===== src/rtl/hazard_pkg.sv =====
// Shared types and constants for the pipeline hazard controller.
// State encoding, zero-register id, default timeout, saturating increment.
package hazard_pkg;

    typedef enum logic [1:0] {
        IDLE     = 2'd0,
        RUN      = 2'd1,
        MEM_WAIT = 2'd2
    } state_t;

    localparam logic [4:0] ZERO_REG = 5'd0;

    localparam int MEM_TIMEOUT_DEF = 64;
    localparam int TO_W_DEF        = 7;

    function automatic logic [31:0] sat_inc(input logic [31:0] v);
        return (v == 32'hFFFF_FFFF) ? v : v + 32'd1;
    endfunction

endpackage


===== src/rtl/mem_wait_fsm.sv =====
// Sequencer for IDLE/RUN/MEM_WAIT with the data-memory handshake,
// watchdog counter, per-instruction done flag and sticky error.
module mem_wait_fsm
    import hazard_pkg::*;
#(
    parameter int MEM_TIMEOUT = MEM_TIMEOUT_DEF,
    parameter int TO_W        = TO_W_DEF
) (
    input  logic   clk,
    input  logic   rst_n,
    input  logic   start,
    input  logic   req,
    input  logic   ack,
    output state_t state,
    output logic   issue,
    output logic   err
);

    localparam logic [TO_W-1:0] LAST = TO_W'(MEM_TIMEOUT - 1);

    state_t          state_nxt;
    logic [TO_W-1:0] cnt;
    logic [TO_W-1:0] cnt_nxt;
    logic            done;
    logic            done_nxt;
    logic            err_nxt;

    // State, watchdog, done flag and error flag registers
    always_ff @(posedge clk or negedge rst_n) begin
        if (!rst_n) begin
            state <= IDLE;
            cnt   <= '0;
            done  <= 1'b0;
            err   <= 1'b0;
        end else begin
            state <= state_nxt;
            cnt   <= cnt_nxt;
            done  <= done_nxt;
            err   <= err_nxt;
        end
    end

    // Next-state logic; a held MEM-stage access is issued only once
    always_comb begin
        state_nxt = state;
        cnt_nxt   = cnt;
        done_nxt  = done;
        err_nxt   = err;
        issue     = 1'b0;
        case (state)
            IDLE: begin
                if (start) state_nxt = RUN;
            end
            RUN: begin
                if (req && !done) begin
                    issue     = 1'b1;
                    cnt_nxt   = '0;
                    state_nxt = MEM_WAIT;
                end else begin
                    // pipeline advances this cycle, so EX/MEM changes
                    done_nxt = 1'b0;
                    if (!start) state_nxt = IDLE;
                end
            end
            MEM_WAIT: begin
                if (ack) begin
                    done_nxt  = 1'b1;
                    state_nxt = start ? RUN : IDLE;
                end else if (cnt == LAST) begin
                    err_nxt   = 1'b1;
                    done_nxt  = 1'b1;
                    state_nxt = start ? RUN : IDLE;
                end else begin
                    cnt_nxt = cnt + 1'b1;
                end
            end
            default: begin
                state_nxt = IDLE;
            end
        endcase
    end

endmodule


===== src/rtl/hazard_ctrl.sv =====
// Pipeline hazard controller: memory freeze, load-use bubble, branch flush.
// Optional event counters are enabled with HAZARD_PERF_CNT_EN.
module hazard_ctrl
    import hazard_pkg::*;
#(
    parameter int MEM_TIMEOUT = MEM_TIMEOUT_DEF,
    parameter int TO_W        = TO_W_DEF
) (
    input  logic        clk_i,
    input  logic        rst_i,
    input  logic        Start_i,
    input  logic        IdEx_MemRead_i,
    input  logic [4:0]  IdEx_rt_i,
    input  logic [4:0]  IfId_rs_i,
    input  logic [4:0]  IfId_rt_i,
    input  logic        Branch_taken_i,
    input  logic        ExMem_MemReq_i,
    input  logic        DMem_ack_i,
    output logic        PC_write_o,
    output logic        IfId_write_o,
    output logic        IfId_flush_o,
    output logic        IdEx_bubble_o,
    output logic        Pipe_stall_o,
    output logic        DMem_start_o,
    output logic        Mem_err_o
`ifdef HAZARD_PERF_CNT_EN
    ,
    output logic [31:0] Cnt_loaduse_o,
    output logic [31:0] Cnt_flush_o,
    output logic [31:0] Cnt_memwait_o
`endif
);

    state_t state;
    logic   issue;
    logic   hit;

    mem_wait_fsm #(
        .MEM_TIMEOUT (MEM_TIMEOUT),
        .TO_W        (TO_W)
    ) u_fsm (
        .clk   (clk_i),
        .rst_n (rst_i),
        .start (Start_i),
        .req   (ExMem_MemReq_i),
        .ack   (DMem_ack_i),
        .state (state),
        .issue (issue),
        .err   (Mem_err_o)
    );

    assign DMem_start_o = issue;

    assign hit = IdEx_MemRead_i
              && (IdEx_rt_i != ZERO_REG)
              && ((IdEx_rt_i == IfId_rs_i)
               || (IdEx_rt_i == IfId_rt_i));

    // Priority: memory freeze, then load-use bubble, then branch flush
    always_comb begin
        PC_write_o    = 1'b0;
        IfId_write_o  = 1'b0;
        IfId_flush_o  = 1'b0;
        IdEx_bubble_o = 1'b0;
        Pipe_stall_o  = 1'b1;
        if (state == RUN) begin
            if (!issue) begin
                Pipe_stall_o = 1'b0;
                if (hit) begin
                    IdEx_bubble_o = 1'b1;
                end else begin
                    PC_write_o   = 1'b1;
                    IfId_write_o = 1'b1;
                    IfId_flush_o = Branch_taken_i;
                end
            end
        end
    end

`ifdef HAZARD_PERF_CNT_EN
    // Saturating event counters for bubbles, flushes and wait cycles
    always_ff @(posedge clk_i or negedge rst_i) begin
        if (!rst_i) begin
            Cnt_loaduse_o <= '0;
            Cnt_flush_o   <= '0;
            Cnt_memwait_o <= '0;
        end else begin
            if (IdEx_bubble_o)
                Cnt_loaduse_o <= sat_inc(Cnt_loaduse_o);
            if (IfId_flush_o)
                Cnt_flush_o <= sat_inc(Cnt_flush_o);
            if (state == MEM_WAIT)
                Cnt_memwait_o <= sat_inc(Cnt_memwait_o);
        end
    end
`endif

endmodule


===== config.mk =====
export PLATFORM = sky130hd
export DESIGN_NAME = hazard_ctrl
export DESIGN_NICKNAME = d
export VERILOG_FILES = /design/src/rtl/hazard_pkg.sv /design/src/rtl/mem_wait_fsm.sv /design/src/rtl/hazard_ctrl.sv
export SDC_FILE = /design/constraint.sdc
export NUM_CORES = 1
export LEC_CHECK = 0
export CAP_MARGIN = 40
export CORE_MARGIN = 8
export CORE_UTILIZATION = 51
export CTS_BUF_LIST = sky130_fd_sc_hd__clkbuf_8
export CTS_CLUSTER_SIZE = 24
export DETAILED_ROUTE_END_ITERATION = 10
export PLACE_DENSITY = 0.87
export SLEW_MARGIN = 30
export SYNTH_ARGS = -nofsm -noshare
export SYNTH_HDL_FRONTEND = slang
export SYNTH_SLANG_ARGS = --single-unit

===== constraint.sdc =====
create_clock -name clk_i -period 5.1 [get_ports clk_i]
set_clock_uncertainty 0.2 [all_clocks]
set_input_delay 0.765 -clock clk_i [delete_from_list [all_inputs] [get_ports clk_i]]
set_output_delay 0.765 -clock clk_i [all_outputs]
set_load 0.005 [all_outputs]

Word level (Yosys, flattened, before mapping). Cells that the tools add are included.

$add $sub $neg: 1. Multiply operators: 0. Div/mod/pow operators: 0. Magnitude comparators: 0. Eq/ne operators: 12. Shift operators: 0. Multiplexer cells: 28. Bitwise operators: 1. Reduce and logical (&&, ||, !) cells: 12.

Operator list (number): $mux 7 (3); $mux 1 (17); $pmux 7 s2 (1); $eq 5x5->1 (2); $mux 2 (5); $reduce_and 3->1 (3); $ne 2x2->1 const B (4); $add 7x1->7 const B (1); $eq 7x6->1 const B (1); $ne 3x2->1 const B (2); $pmux 2 s3 (1); $reduce_bool 5->1 (1); $reduce_and 4->1 (1); $logic_and 1x1->1 (3); $eq 2x1->1 const B (1); $eq 2x2->1 const B (1); $logic_not 2->1 (1); $ne 2x1->1 const B (1); $pmux 1 s2 (1); $reduce_bool 2->1 (1); $logic_not 1->1 (1); $logic_or 1x1->1 (1); $not 1->1 (1).

Flip-flop bits (word level): 11. Latch bits: 0. Bits in writable memories: 0. Memory bits (read-only): 0. Input bits: 22. Word-level logic and storage cells: 58. Memories kept: 0.

Depth between registers and ports, before layout. Gate-level depths: netlist of the first run.

Depth after elaboration: 6. Depth in mapped cells: 7. Depth with buffers taken out: 6.

By module. Synthesis of the first run repeated with hierarchy kept, for this count alone.

Cell total of the unflattened synthesis: 76. Area, all modules: 710.7 um2.

By module, submodules not included: mem_wait_fsm (instances 1, cells each 53, area an instance 538.0 um2); hazard_ctrl (instances 1, cells each 23, area an instance 172.7 um2).

Worst setup path before layout of the first run. Ideal clock, no wire load.

Path kind: input -> output. Start: input port IdEx_rt_i[1]. End: output port PC_write_o. Data arrival time: 1.789 ns. Slack: 2.346 ns. Cell stages on the path: 4. Path buffers: 1. Cells stage by stage: or4_1 -> o21a_1 -> a21oi_1 -> buf_4.

Longest elaborated chain between the ends: 6. Elaborated cells between the ends (all ways): 9. Those cells by class: 2 x eq/ne; 3 x mux; 4 x reduce/logical.

Ends and longest elaborated chain: start, declared (RTL line hazard_ctrl.sv:13) `input logic [4:0] IdEx_rt_i,`; $eq 5x5->1 (tied with other cells) (RTL line hazard_ctrl.sv:56) `&& ((IdEx_rt_i == IfId_rs_i)`; $logic_or 1x1->1 or $logic_and 1x1->1 (tied branches) (RTL line hazard_ctrl.sv:57, hazard_ctrl.sv:55); $logic_and 1x1->1 (*) (RTL line hazard_ctrl.sv:56); $mux 1 (*) (3 in a row); end, declared (RTL line hazard_ctrl.sv:19) `output logic PC_write_o,`.

Mark *: on every way between the ends. The rest lies on a longest branch, timed or not.

Final worst setup path of the first run.
Start: input port IdEx_rt_i[1]. End: output port PC_write_o.

Longest elaborated chain between the ends: 6. Elaborated cells between the ends (all ways): 9. Those cells by class: 2 x eq/ne; 3 x mux; 4 x reduce/logical.

Ends and longest elaborated chain: $eq 5x5->1 (tied with other cells) (RTL line hazard_ctrl.sv:56); $logic_or 1x1->1 or $logic_and 1x1->1 (tied branches) (RTL line hazard_ctrl.sv:57, hazard_ctrl.sv:55); $logic_and 1x1->1 (*) (RTL line hazard_ctrl.sv:56); $mux 1 (*) (RTL line hazard_ctrl.sv:69) `if (hit) begin`; $mux 1 (*) (RTL line hazard_ctrl.sv:67) `if (!issue) begin`; $mux 1 (*) (RTL line hazard_ctrl.sv:66) `if (state == RUN) begin`.

Marks and branches as above.

==> results.json, run 1 <==
{
  "status": "finished clean",
  "coreArea_um2": 1690,
  "rows": 15,
  "ant_nets": 0,
  "ys_seq_elements": 11,
  "diodes": 0,
  "vdd_drop_max_v": 0.000451,
  "vias": 870,
  "whs_path_depth": 1,
  "drt-total-wl_um": 2220,
  "clock_latency_ps": 240,
  "dieArea_um2": 3350,
  "cts.sinks": 11,
  "synth_area_per_cell_um2": 8.76,
  "cpPeakStageDelay_ps": 550,
  "yosysSeqAreaShare_pct": 30.8,
  "r2r-end": "u_fsm.cnt[1]",
  "worstMarginPinSlew_ps": 516,
  "timing_hold_violations_final": 0,
  "p_per_area_nw_per_um2": 347,
  "power_mw": 0.422,
  "cp-start-kind": "primary input",
  "post_cts_buffers": 0,
  "cts_inserted_buffers": 3,
  "min_to": "u_fsm.err",
  "drt-initial-drc-count": 28,
  "root_buffer": "clkbuf_8",
  "seqPwrFrac_pct": 28.3,
  "end_kind": "output pin",
  "rsz0062_at_grt": "no",
  "initial_core_util_pct": 52.9,
  "hp-class": "reg2reg",
  "drc": 0,
  "fmax_mhz": 273,
  "cts_tree": "built",
  "final_max_slew_viol_count": 0,
  "fp.dieH_um": 57.9,
  "clk_pin_slew_worst_paths_ps": 50,
  "synth_edf_count": 0,
  "ff2ff_path_depth": 6,
  "yosys-top-cells-area": "dfrtp_1, xnor2_1, ha_1, a21oi_1, nand2_1",
  "cts_hold_buffers": 0,
  "track_usage_pct": 13.7,
  "synth_top_area_share_pct": 30.8,
  "grt_pass1_wl_um": 3670,
  "min_from": "u_fsm.err",
  "yosysUniqueCellTypes": 40,
  "grt.overflow.total": 0,
  "multi_input_area_um2": 566,
  "gp_congestion": 0.821,
  "p_leak_nw": 0.533,
  "maxCapViolations": 0,
  "area_growth_pct": 36.3,
  "hpwl_um": 1760,
  "fillers": 126,
  "dr.pass1.iters": 4,
  "syn_inst": 102,
  "clkPwrFrac_pct": 20.4,
  "avgViaCountPerCell": 5.88,
  "synthArstFlopShare_pct": 100,
  "synth_warnings": 0,
  "htreeDepth": 1,
  "reg2reg_slack_ps": 2820,
  "io_pins": 29,
  "timing.rr.start": "u_fsm.state[0]",
  "slew_headroom_pct": 65.5,
  "seq_area_um2": 275,
  "grt_max_degree": 17,
  "sw_frac_of_total_pct": 36.7,
  "crit_path_frequent_cell": "clkdlybuf4s50_1",
  "wl_per_cell_um": 15.0,
  "slowest_stage": "or4_1",
  "combPwrFrac_pct": 51.3,
  "cts_buffer_depth": 2,
  "antenna_found_initial": 0,
  "io_buffer_count": 28,
  "crit_type": "in2out",
  "fin_crit_sh_pct": 71.8,
  "cellInternalPower_mw": 0.267,
  "setup_viol": 0,
  "cp_max_fo": 3,
  "cp_data_required_time_ps": 4140,
  "cp_data_arrival_time_ps": 2700,
  "syn_area_um2": 893,
  "p_sw_mw": 0.155,
  "cp_cell_sequence": "clkdlybuf4s50_1, or4_1, o21a_1, a21oi_1, clkdlybuf4s50_1",
  "grt_pass1_vias": 839,
  "synth_area_leader_cell": "dfrtp_1",
  "cts_resized": 0,
  "die_w_um": 57.9,
  "layout_min_cycle_time_ps": 3660,
  "layout.nets": 159,
  "hold_slack_ps": 264,
  "syn_nets": 129,
  "setup_tns_ps": 0,
  "synth_ff_type": "dfrtp_1",
  "layout-drive-gt1-share_pct": 6.11
}
==> sequential cells by signal (all words and copies together), names as in the netlist <==
| register | cells |
|---|---|
| u_fsm.state | 2 |
| u_fsm.err | 1 |
| u_fsm.done | 1 |
| u_fsm.cnt | 7 |
==> worst max-delay path by stage <==
stage,start,endpoint,cells after the start
after CTS,IdEx_rt_i[1],PC_write_o,5
after detailed placement,IdEx_rt_i[1],PC_write_o,5
final,IdEx_rt_i[1],PC_write_o,5
after global placement,IdEx_rt_i[1],IfId_write_o,5
after floorplan,IdEx_rt_i[1],PC_write_o,4
after global routing,IdEx_rt_i[2],PC_write_o,5
==> metrics by stage <==
| step | util, % | cells | worst slack, ps | instance area [µm²] |
|---|---|---|---|---|
| final | 72.1 | 148 | 1440 | 1220 |
| after global routing | 72.1 | 148 | 1370 | 1220 |
| after CTS | 72.1 | 148 | 1430 | 1220 |
| after detailed placement | 69.4 | 144 | 1420 | 1170 |
| after global placement | 69.4 | 144 | 1470 | 1170 |
| after floorplan | - | 102 | 2350 | 893 |
==> cells in the mapped netlist (2+ instances only) <==
library cell and n:
ha_1 5, nand3_1 4, dfrtp_1 11, o21ai_0 2, and3_1 4, nor2b_1 3
a211o_1 3, nand4_1 4, o211ai_1 2, a21oi_1 6, nand2_1 8, a21o_1 2
nor3_1 2, nand3b_1 2, inv_1 7, nor2_1 4, xnor2_1 10
==> power groups by stage <==
stage / clock [mW] / combinational, mW / sequential, mW
detailed placement: 0 / 0.213 / 0.121
global placement: 0 / 0.207 / 0.119
floorplan: 0 / 0.148 / 0.117
global route: 0.0920 / 0.237 / 0.121
finish: 0.0860 / 0.217 / 0.120
CTS: 0.0864 / 0.218 / 0.119
==> worst max-delay path: cells and delay by family <==
kind / cells / cell delay (ps)
AND/OR/NAND/NOR: 1 / 550
buffers and inverters: 2 / 1000
AO/OA/AOI/OAI: 2 / 370
==> per-layer routing <==
layer | vias to the layer above | global-route usage (%) | share of wire, %
met1 | 408 | 14.7 | 42
met3 | 2 | 4.42 | 7.7
met2 | 36 | 24.0 | 49
met4 | 0 | 5.59 | 1.1
met5 | - | 0 | 0
li1 | 424 | - | -
==> kinds of logic (layout without fill, tap and decap cells) <==
kind of cell	count (synthesis)	count (layout)	share of synthesized area [%]
fa+ha+maj	5	5	7.00
buf+inv	11	40	5.88
mux	2	2	2.80
flops	11	11	30.8
simple gates	39	39	25.1
xor+xnor	10	10	9.80
compound gates	24	24	18.6
==> area by class of cell <==
class,count,area share [%]
flip-flops and latches,11,22.6
well taps,17,1.75
clock buffers,3,3.39
repair buffers,28,23.0
clock inverters,1,0.308
multi-input cells,80,46.5
inverters,8,2.47
==> cell usage in the layout, fill, tap and decap left out, drive strengths merged, types with 2 or more instances in the layout <==
cell and count:
nor2b 3, a21oi 6, o21ai 3, nand3 4
and3 4, nand4 4, nand2 8, clkbuf 3
inv 9, o211ai 2, nor3 2, dfrtp 11
nor2 4, clkdlybuf4s50 28, nand3b 2, a211o 3
xnor2 10, nand2b 2, a21o 2, ha 5
Power figures use the tool's default switching activity.
==> run 2: changes to the inputs <==
Settings changed: CORE_UTILIZATION 51 to 47, PLACE_DENSITY 0.87 to 0.81.
Clock period 5.1 ns to 3.7 ns, I/O delays scaled along.
==> results.json, run 2 (same netlist as run 1, synthesis figures left out) <==
{
  "setup_tns_ps": 0,
  "ant_nets": 0,
  "antenna_found_initial": 0,
  "diodes": 0,
  "slew_headroom_pct": 66.0,
  "layout-drive-gt1-share_pct": 6.87,
  "vias": 865,
  "dr.pass1.iters": 4,
  "grt_pass1_vias": 845,
  "worstMarginPinSlew_ps": 508,
  "cts_resized": 0,
  "whs_path_depth": 1,
  "grt_max_degree": 17,
  "gp_congestion": 0.776,
  "final_cell_mix": "clkdlybuf4s50_1, dfrtp_1, xnor2_1",
  "drc": 0,
  "clock_latency_ps": 240,
  "cts_inserted_buffers": 3,
  "io_buffer_count": 28,
  "grt_pass1_wl_um": 3800,
  "coreArea_um2": 1760,
  "timing_hold_violations_final": 0,
  "area_growth_pct": 37.5,
  "cts_tree": "built",
  "largest_reg_flops": 7,
  "p_per_area_nw_per_um2": 472,
  "fp.dieH_um": 59.6,
  "die_w_um": 59.6,
  "final_common_cell": "clkdlybuf4s50_1",
  "rows": 15,
  "cts_buffer_depth": 2,
  "maxCapViolations": 0,
  "hp-class": "reg2reg",
  "io_pins": 29,
  "largest-register": "u_fsm.cnt",
  "layout_min_cycle_time_ps": 3240,
  "initial_core_util_pct": 50.6,
  "cp_max_fo": 3,
  "final_max_slew_viol_count": 0,
  "fin_crit_sh_pct": 87.5,
  "cp_data_arrival_time_ps": 2480,
  "post_cts_buffers": 0,
  "setup_viol": 0,
  "cts_hold_buffers": 0,
  "dieArea_um2": 3550,
  "hold_slack_ps": 296,
  "vdd_drop_max_v": 0.000325,
  "clk_pin_slew_worst_paths_ps": 50,
  "fillers": 137,
  "cp-start-kind": "primary input",
  "root_buffer": "clkbuf_8",
  "end_kind": "output pin",
  "rsz0062_at_grt": "no",
  "hpwl_um": 1880,
  "layout.nets": 159,
  "wl_per_cell_um": 15.1,
  "ff2ff_path_depth": 6,
  "cp_data_required_time_ps": 2940,
  "p_leak_nw": 0.531,
  "drt-total-wl_um": 2360,
  "drt-initial-drc-count": 18,
  "crit_type": "in2out",
  "grt.overflow.total": 0,
  "cts.sinks": 11,
  "track_usage_pct": 13.9,
  "status": "finished clean",
  "avgViaCountPerCell": 5.54,
  "htreeDepth": 1,
  "fmax_mhz": 309,
  "top_regs": "u_fsm.cnt x7, u_fsm.state x2"
}
-- run 2: cell types whose count changed in the layout (fill, tap and decap cells not counted), sizes merged --
cell,before,now
clkinv,0,1
inv,9,8
-- run 2: metal layers --
layer  vias up  part of all wire [%]  track usage [%]
met5         -                     0                0
met1       411                    41             14.3
met2        22                    53             25.3
met3         4                   5.8             4.56
li1        428                     -                -
met4         0                  0.89             4.76
-- run 2: worst paths after layout --
check	startpoint	to	slack, ps
setup / recovery	IdEx_rt_i[1]	IfId_write_o	460
hold / removal	u_fsm.err	u_fsm.err	300
setup reg to reg	u_fsm.state[0]	u_fsm.cnt[1]	1440
hold reg to reg	u_fsm.err	u_fsm.err	300
max in group asynchronous	rst_i	u_fsm.cnt[5]	2500
min in group asynchronous	rst_i	u_fsm.state[1]	460
-- run 2: worst max-delay path: stages --
cell             delay (ps)
clkdlybuf4s50_1         470
or4_1                   550
o21a_1                  210
a21oi_1                 170
clkdlybuf4s50_1         540
-- run 2: through the flow --
step | area, µm² | setup slack, ps | total power, mW | utilization (%) | cells
final | 1230 | 461 | 0.580 | 69.6 | 156
after global routing | 1230 | 326 | 0.626 | 69.6 | 156
after CTS | 1230 | 442 | 0.585 | 69.6 | 156
after detailed placement | 1180 | 448 | 0.462 | 67.0 | 152
after global placement | 1180 | 498 | 0.452 | 67.0 | 152
after floorplan | 893 | 1370 | 0.365 | - | 102
-- run 2: cell type report --
cell class | count | area (µm²) | area share, %
clock buffer | 3 | 41.3 | 3.36
tap | 25 | 31.3 | 2.55
inverter | 8 | 30.0 | 2.44
multi-input combinational | 80 | 566 | 46.0
sequential | 11 | 275 | 22.4
clock inverter | 1 | 5.00 | 0.407
timing repair buffer | 28 | 280 | 22.8
-- run 2: power by group --
| part | total [mW] | internal (mW) | switching [mW] |
|---|---|---|---|
| Combinational | 0.295 | 0.152 | 0.143 |
| Clock | 0.119 | 0.0739 | 0.0448 |
| Sequential | 0.166 | 0.143 | 0.0233 |
| Total | 0.580 | 0.369 | 0.211 |
